`config.mk`:
```
export PLATFORM = sky130hd
export DESIGN_NAME = qinj_pulse_gen
export DESIGN_NICKNAME = d
export VERILOG_FILES = /design/src/rtl/qinj_pulse_gen.sv
export SDC_FILE = /design/constraint.sdc
export NUM_CORES = 1
export LEC_CHECK = 0
export CORE_MARGIN = 3
export CORE_UTILIZATION = 56
export CTS_BUF_LIST = sky130_fd_sc_hd__clkbuf_4 sky130_fd_sc_hd__clkbuf_8
export CTS_CLUSTER_SIZE = 20
export DETAILED_ROUTE_END_ITERATION = 8
export PLACE_DENSITY = 0.86
export SLEW_MARGIN = 15
export SYNTH_ARGS = -nofsm -noshare
export SYNTH_HDL_FRONTEND = slang
export SYNTH_SLANG_ARGS = --single-unit
```
`constraint.sdc`:
```
create_clock -name CLK40 -period 2.38 [get_ports CLK40]
set_clock_uncertainty 0.1 [all_clocks]
set_input_delay 0.357 -clock CLK40 [delete_from_list [all_inputs] [get_ports CLK40]]
set_output_delay 0.357 -clock CLK40 [all_outputs]
set_load 0.1 [all_outputs]
```
`src/rtl/qinj_pulse_gen.sv`:
```
// ============================================================================
//  Module   : qinj_pulse_gen
//  Purpose  : Charge-injection pulse/burst generator for the pixel-matrix
//             H-tree (ChargeInj_IN). Turns a one-cycle fast command into a
//             programmable delayed pulse or pulse burst in 40 MHz BX units,
//             and keeps injection / missed-command counters for readback.
//  Revision : 1.0  initial release
// ============================================================================
`default_nettype none

module qinj_pulse_gen #(
  parameter int DLY_W = 5,   // width of coarseDelay and burstGap
  parameter int WID_W = 4,   // width of pulseWidth and burstNum
  parameter int CNT_W = 8    // width of injCount and missedCount
) (
  input  logic             CLK40,
  input  logic             RSTn,
  input  logic             QInjEn,
  input  logic             QInjCmd,
  input  logic [DLY_W-1:0] coarseDelay,
  input  logic [WID_W-1:0] pulseWidth,
  input  logic [WID_W-1:0] burstNum,
  input  logic [DLY_W-1:0] burstGap,
  output logic             ChargeInj,
  output logic             busy,
  output logic [CNT_W-1:0] injCount,
  output logic [CNT_W-1:0] missedCount
);

  // --------------------------------------------------------------------------
  // State encoding. DELAY also serves as the "pulse pending" state when the
  // captured coarse delay is zero: its counter is already 0 on entry, so the
  // pulse starts on the very next edge.
  // --------------------------------------------------------------------------
  localparam logic [1:0] S_IDLE  = 2'd0;
  localparam logic [1:0] S_DELAY = 2'd1;
  localparam logic [1:0] S_PULSE = 2'd2;
  localparam logic [1:0] S_GAP   = 2'd3;

  // --------------------------------------------------------------------------
  // Registers and their next-state values
  // --------------------------------------------------------------------------
  logic [1:0]       state_q,     state_d;
  logic [DLY_W-1:0] dly_cnt_q,   dly_cnt_d;    // remaining delay cycles
  logic [WID_W-1:0] wid_cnt_q,   wid_cnt_d;    // remaining high cycles - 1
  logic [DLY_W-1:0] gap_cnt_q,   gap_cnt_d;    // remaining low cycles - 1
  logic [WID_W-1:0] burst_cnt_q, burst_cnt_d;  // pulses still to issue after this one
  logic [WID_W-1:0] wid_cfg_q,   wid_cfg_d;    // captured max(pulseWidth,1) - 1
  logic [DLY_W-1:0] gap_cfg_q,   gap_cfg_d;    // captured max(burstGap,1) - 1
  logic             inj_q,       inj_d;
  logic             busy_q,      busy_d;
  logic [CNT_W-1:0] inj_cnt_q,   inj_cnt_d;
  logic [CNT_W-1:0] miss_cnt_q,  miss_cnt_d;

  // --------------------------------------------------------------------------
  // Command qualification and zero-to-one field normalisation
  // --------------------------------------------------------------------------
  logic             cmd_valid;
  logic             cmd_accept;
  logic             cmd_missed;
  logic [WID_W-1:0] wid_m1;
  logic [WID_W-1:0] burst_m1;
  logic [DLY_W-1:0] gap_m1;
  logic             inj_rise;
  logic             miss_sat;

  assign cmd_valid  = QInjCmd & QInjEn;
  assign cmd_accept = cmd_valid & (state_q == S_IDLE);
  assign cmd_missed = cmd_valid & (state_q != S_IDLE);

  // A zero field behaves as one, so "minus one" of zero stays zero.
  assign wid_m1   = (pulseWidth == '0) ? '0 : pulseWidth - WID_W'(1);
  assign burst_m1 = (burstNum   == '0) ? '0 : burstNum   - WID_W'(1);
  assign gap_m1   = (burstGap   == '0) ? '0 : burstGap   - DLY_W'(1);

  // --------------------------------------------------------------------------
  // Pulse sequencing FSM: next state, pulse and busy outputs, timing counters
  // --------------------------------------------------------------------------
  always_comb begin
    state_d     = state_q;
    dly_cnt_d   = dly_cnt_q;
    wid_cnt_d   = wid_cnt_q;
    gap_cnt_d   = gap_cnt_q;
    burst_cnt_d = burst_cnt_q;
    wid_cfg_d   = wid_cfg_q;
    gap_cfg_d   = gap_cfg_q;
    inj_d       = inj_q;
    busy_d      = busy_q;

    if (!QInjEn) begin
      // Disable aborts any command in progress on the next edge.
      state_d = S_IDLE;
      inj_d   = 1'b0;
      busy_d  = 1'b0;
    end else begin
      case (state_q)
        S_IDLE: begin
          if (cmd_accept) begin
            // Capture the whole configuration at accept time; later changes
            // on the inputs do not disturb the running command.
            state_d     = S_DELAY;
            busy_d      = 1'b1;
            dly_cnt_d   = coarseDelay;
            wid_cfg_d   = wid_m1;
            gap_cfg_d   = gap_m1;
            burst_cnt_d = burst_m1;
          end
        end

        S_DELAY: begin
          if (dly_cnt_q == '0) begin
            state_d   = S_PULSE;
            inj_d     = 1'b1;
            wid_cnt_d = wid_cfg_q;
          end else begin
            dly_cnt_d = dly_cnt_q - DLY_W'(1);
          end
        end

        S_PULSE: begin
          if (wid_cnt_q == '0) begin
            inj_d = 1'b0;
            if (burst_cnt_q != '0) begin
              state_d     = S_GAP;
              gap_cnt_d   = gap_cfg_q;
              burst_cnt_d = burst_cnt_q - WID_W'(1);
            end else begin
              // Last pulse of the burst: pulse and busy drop together and
              // the FSM is ready for a new command on the following edge.
              state_d = S_IDLE;
              busy_d  = 1'b0;
            end
          end else begin
            wid_cnt_d = wid_cnt_q - WID_W'(1);
          end
        end

        S_GAP: begin
          if (gap_cnt_q == '0) begin
            state_d   = S_PULSE;
            inj_d     = 1'b1;
            wid_cnt_d = wid_cfg_q;
          end else begin
            gap_cnt_d = gap_cnt_q - DLY_W'(1);
          end
        end

        default: begin
          state_d = S_IDLE;
          inj_d   = 1'b0;
          busy_d  = 1'b0;
        end
      endcase
    end
  end

  // --------------------------------------------------------------------------
  // Readback counters: injCount wraps, missedCount saturates. Both only move
  // on events that require QInjEn=1, so they hold while the block is disabled.
  // --------------------------------------------------------------------------
  assign inj_rise = inj_d & ~inj_q;
  assign miss_sat = &miss_cnt_q;

  // Counter next-state: count pulse rising edges and dropped commands
  always_comb begin
    inj_cnt_d  = inj_cnt_q;
    miss_cnt_d = miss_cnt_q;
    if (inj_rise) begin
      inj_cnt_d = inj_cnt_q + CNT_W'(1);
    end
    if (cmd_missed && !miss_sat) begin
      miss_cnt_d = miss_cnt_q + CNT_W'(1);
    end
  end

  // State and output registers; reset clears the pulse asynchronously
  always_ff @(posedge CLK40 or negedge RSTn) begin
    if (!RSTn) begin
      state_q     <= S_IDLE;
      dly_cnt_q   <= '0;
      wid_cnt_q   <= '0;
      gap_cnt_q   <= '0;
      burst_cnt_q <= '0;
      wid_cfg_q   <= '0;
      gap_cfg_q   <= '0;
      inj_q       <= 1'b0;
      busy_q      <= 1'b0;
      inj_cnt_q   <= '0;
      miss_cnt_q  <= '0;
    end else begin
      state_q     <= state_d;
      dly_cnt_q   <= dly_cnt_d;
      wid_cnt_q   <= wid_cnt_d;
      gap_cnt_q   <= gap_cnt_d;
      burst_cnt_q <= burst_cnt_d;
      wid_cfg_q   <= wid_cfg_d;
      gap_cfg_q   <= gap_cfg_d;
      inj_q       <= inj_d;
      busy_q      <= busy_d;
      inj_cnt_q   <= inj_cnt_d;
      miss_cnt_q  <= miss_cnt_d;
    end
  end

  // --------------------------------------------------------------------------
  // Outputs come straight from registers
  // --------------------------------------------------------------------------
  assign ChargeInj   = inj_q;
  assign busy        = busy_q;
  assign injCount    = inj_cnt_q;
  assign missedCount = miss_cnt_q;

endmodule

`default_nettype wire

```
Word level (Yosys, flattened, before mapping)

Cells that the tools add are included.

Register bits: 47
Word-level logic and storage cells: 100

Add/sub/neg operators: 9
Equality and inequality tests: 17
Muxes and demuxes: 35
Bitwise gates (word level): 5
Reductions and logical operators: 23

Operators with widths:

| cell                | count |
|---|---|
| $mux 4              | 8 |
| $mux 5              | 6 |
| $pmux 5 s2          | 2 |
| $add 8x1->8 const B | 2 |
| $ne 2x2->1 const B  | 8 |
| $sub 4x1->4 const B | 4 |
| $logic_not 5->1     | 3 |
| $ne 3x3->1 const B  | 5 |
| $reduce_and 5->1    | 3 |
| $sub 5x1->5 const B | 3 |
| $logic_not 4->1     | 3 |
| $mux 2              | 6 |
| $pmux 4 s3          | 1 |
| $reduce_and 4->1    | 3 |
| $mux 1              | 8 |
| $pmux 2 s4          | 1 |
| $pmux 4 s2          | 1 |
| $reduce_and 8->1    | 1 |
| $reduce_bool 2->1   | 4 |
| $and 1x1->1         | 4 |
| $eq 2x2->1 const B  | 2 |
| $reduce_bool 4->1   | 1 |
| $ne 3x1->1 const B  | 1 |
| $pmux 1 s3          | 1 |
| other kinds (8)     | 8 |

Logic depth before layout (Yosys ltp)

Word-level depth: 5
Mapped depth: 7

Least setup slack after synthesis

Ideal clock, no wire load.

Path type: flip-flop to flip-flop
Start: register miss_cnt_q[0], in the netlist missedCount[0]
End: register miss_cnt_q[1], in the netlist missedCount[1]
Setup time: 0.126 ns
Arrival time: 2.166 ns
Required time: 2.154 ns
Setup slack: -0.012 ns
Stages on the path, launching flop included: 5
Buffers on the path: 0
Period minus slack after synthesis: 2.392 ns
Cell sequence: dfrtp_1 ha_1 nand3_1 o21bai_1 mux2_2

Longest elaborated chain between the ends: 3

Ends and longest elaborated chain:

| item                                                                | RTL line | source |
|---|---|---|
| start, declared                                                     | 53       | `logic [CNT_W-1:0] miss_cnt_q, miss_cnt_d;` |
| start signal, assigned                                              | 201      | `miss_cnt_q <= miss_cnt_d;` |
| parallel branches: the longest is 3 deep, another holds $add 8x1->8 | n/a      |  |

Parallel ways; which one is timed is not known.
A chain may end at the register's enable or synchronous reset.

Final worst setup path

Start: register dly_cnt_q[0]
End: register inj_cnt_q[1], in the netlist injCount[1]

Longest elaborated chain between the ends: 5

Ends and longest elaborated chain:

| item                   | RTL line | source |
|---|---|---|
| start, declared        | 44       | `logic [DLY_W-1:0] dly_cnt_q, dly_cnt_d;` |
| start signal, assigned | 192      | `dly_cnt_q <= dly_cnt_d;` |
| $logic_not 5->1        | 111      | `if (dly_cnt_q == '0) begin` |
| $mux 1                 | 111      |  |
| $pmux 1 s3             | 96       | `case (state_q)` |
| $mux 1                 | 90       | `if (!QInjEn) begin` |
| $and 1x1->1            | 161      | `assign inj_rise = inj_d & ~inj_q;` |
| end signal, assigned   | 200      | `inj_cnt_q <= inj_cnt_d;` |
| end, declared          | 52       | `logic [CNT_W-1:0] inj_cnt_q, inj_cnt_d;` |

Every way passes these cells.

==> results.cfg <==
[synth]
async_reset_ff_share_pct = 100
synth_area_per_cell_um2 = 9.52
synthDistinctLibCells = 54
synth_top_area_share_pct = 43.0
yosys.area_share.xor_xnor_pct = 4.81
synth_top_family_by_area = simple AND/OR/NAND/NOR gates
synth_top_area_cell = dfrtp_1
synth_seq_cells = 47
ys_dominant_reg_cell = dfrtp_1
synth_compound_area_share_pct = 19.1
yosysWarnings = 0
yosysSeqAreaShare_pct = 43.0
postSynthCellCount = 287
synthesis.nets = 318
yosys.area_share.simple_pct = 21.6
synth_fa_ha_area_share_pct = 4.12
synth_edf_count = 0
synth_area_um2 = 2730
synthTopCellsByArea = dfrtp_1 43%, o21ai_0 4.6%, ha_1 4.1%, nand2_1 3.4%, xnor2_1 2.9%
synthMuxAreaShare_pct = 3.48

[power]
power_density_nw_per_um2 = 933
p_leak_nw = 1.42
max-vdd-ir-drop_v = 0.000485

[layout]
diodes = 0
nets = 366
area_growth_pct = 20.9
regArea_um2 = 1180
multi_input_area_um2 = 1450
fillers = 345
final_cell_mix = 45 x dfrtp_1, 30 x buf_4, 25 x o21ai_0, 25 x nand2_1, 20 x clkdlybuf4s50_1
final_area_um2 = 3300
final_common_cell = dfrtp_1
drive_gt1_share_pct = 17.0

[timing]
tns_ns = 0
maxSlewViolCount = 0
fmax_mhz = 455
maxSlewHeadroom_pct = 59.6
rsz0062_at_grt = false
hold_violations = 0
layout_min_cycle_time_ns = 2.20
tightest_slew_ns = 0.597
setup_viol = 0
post-route-period-util_pct = 92.3

[routing]
wire_per_inst_um = 14.7
vias = 2318
wl_mm = 5.90
dr.pass1.iters = 4
post-route-drc-count = 0
drtIter0Drc = 116
ant_nets = 0
vias_per_cell = 5.78

[setup_path]
slowest_delay_ns = 0.49
worstSetupPathType = register to register
crit_chain = inv_1 -> ha_1 -> or4b_4 -> o32ai_4 -> mux2_2
path_max_fanout = 8
cp-end-kind = register
slowest_stage = or4b_4
required_ns = 2.47
path_delay_family = simple AND/OR/NAND/NOR gates
cp_num_buf_inv = 1
critPathArrivalTime_ns = 2.29
start_kind = register

[floorplan]
rows = 24
die_w_um = 75.9
core_um2 = 4530
dieArea_um2 = 5750
start_util_pct = 60.3
die_h_um = 75.9
io_pins = 40

[grt]
grt_util_all_layers_pct = 22.3
grt-ovfl-total = 0
grt_pass1_wl_mm = 9.79
grt_max_degree = 21
antenna_found_initial = 0
first_global_vias = 2212

[clock_network]
cts_resized = 0
clock_path_buffers = 2
numClockSinks = 47
clk_latency_ns = 0.30
cts_made_buffers = 5
path_clk_slew_ns = 0.09
cts_setup_buffers = 0
cts_tree = yes
cts_max_level = 2
clockRootBuffer = clkbuf_8
ctsHoldBuffers = 1

[min_path]
hold_path.class = primary input to async pin

[status]
status = completed

[placed_design]
gp_congestion = 0.905
port_buffers = 39
dp_hpwl_mm = 4.44
placed_area_um2 = 3200

[run]
cap_violations = 0
synth_stat cells, types with 4 or more instances:
cell / count
inv_1: 15
nand3_1: 12
a211oi_1: 5
ha_1: 9
o21ai_0: 25
mux2i_1: 5
nand4_1: 6
nor2b_1: 5
dfrtp_1: 47
clkbuf_1: 7
nand2b_1: 6
xnor2_1: 9
xor2_1: 6
mux2_2: 4
nor3_1: 12
a2bb2oi_1: 4
a21oi_1: 12
nand2_1: 25
nor2_1: 18
state kept, by name, indices dropped and copies added, names as in the netlist:
| register | flops |
|---|---|
| injCount | 8 |
| missedCount | 8 |
| dly_cnt_q | 5 |
| gap_cfg_q | 5 |
| gap_cnt_q | 5 |
| burst_cnt_q | 4 |
| wid_cfg_q | 4 |
| wid_cnt_q | 4 |
| state_q | 2 |
| ChargeInj | 1 |
| busy | 1 |
power breakdown:
part	switching (mW)	internal (mW)	total (mW)
Sequential	0.230	1.01	1.24
Combinational	0.856	0.475	1.33
Clock	0.267	0.246	0.513
Total	1.35	1.73	3.08
worst reg2reg max path: stages, from the launching register on:
cell,delay [ns]
dfrtp_1,0.39
inv_1,0.13
ha_1,0.18
or4b_4,0.49
o32ai_4,0.43
mux2_2,0.38
metrics by stage:
stage | setup WS, ns | instances | utilization [%] | hold slack, ns | power, mW
after floorplan | 0.147 | 287 | - | -0.0386 | 2.21
after global placement | 0.270 | 392 | 70.5 | 0.170 | 2.53
after detailed placement | 0.200 | 392 | 70.5 | 0.175 | 2.57
after CTS | 0.187 | 401 | 72.8 | 0.371 | 3.09
after global routing | 0.0659 | 401 | 72.8 | 0.392 | 3.28
final | 0.183 | 401 | 72.8 | 0.367 | 3.08
metal layers:
layer	GRT usage, %	up-vias	routed length (µm)
li1	-	1146	-
met1	27.5	1100	2660
met2	38.0	63	2890
met3	5.28	9	273
met4	7.96	0	74
met5	0	-	0
cell families (layout without fill, tap and decap cells):
| logic type | count (synthesis) | count (layout) |
|---|---|---|
| fa+ha+maj | 9 | 9 |
| xor+xnor | 15 | 15 |
| mux | 9 | 9 |
| simple gates | 108 | 108 |
| compound gates | 73 | 73 |
| buf+inv | 26 | 75 |
| flops | 47 | 47 |
layout make-up:
cell class	count	area share, %
Tap cell	65	2.46
Sequential cell	47	35.7
Inverter	15	1.70
Clock inverter	1	0.152
Timing Repair Buffer	52	13.3
Multi-Input combinational cell	214	43.9
Clock buffer	7	2.73
final timing paths:
kind	to	depth (start not counted)	start	slack, ns
setup / recovery	injCount[1]	5	dly_cnt_q[0]	0.18
hold / removal	dly_cnt_q[4]	2	RSTn	0.37
setup reg to reg	injCount[1]	5	dly_cnt_q[0]	0.18
hold reg to reg	injCount[7]	1	injCount[7]	0.38
max in group asynchronous	wid_cfg_q[3]	3	RSTn	1.23
min in group CLK40	injCount[7]	1	injCount[7]	0.38
No activity file was read; power rests on OpenSTA's default activity.
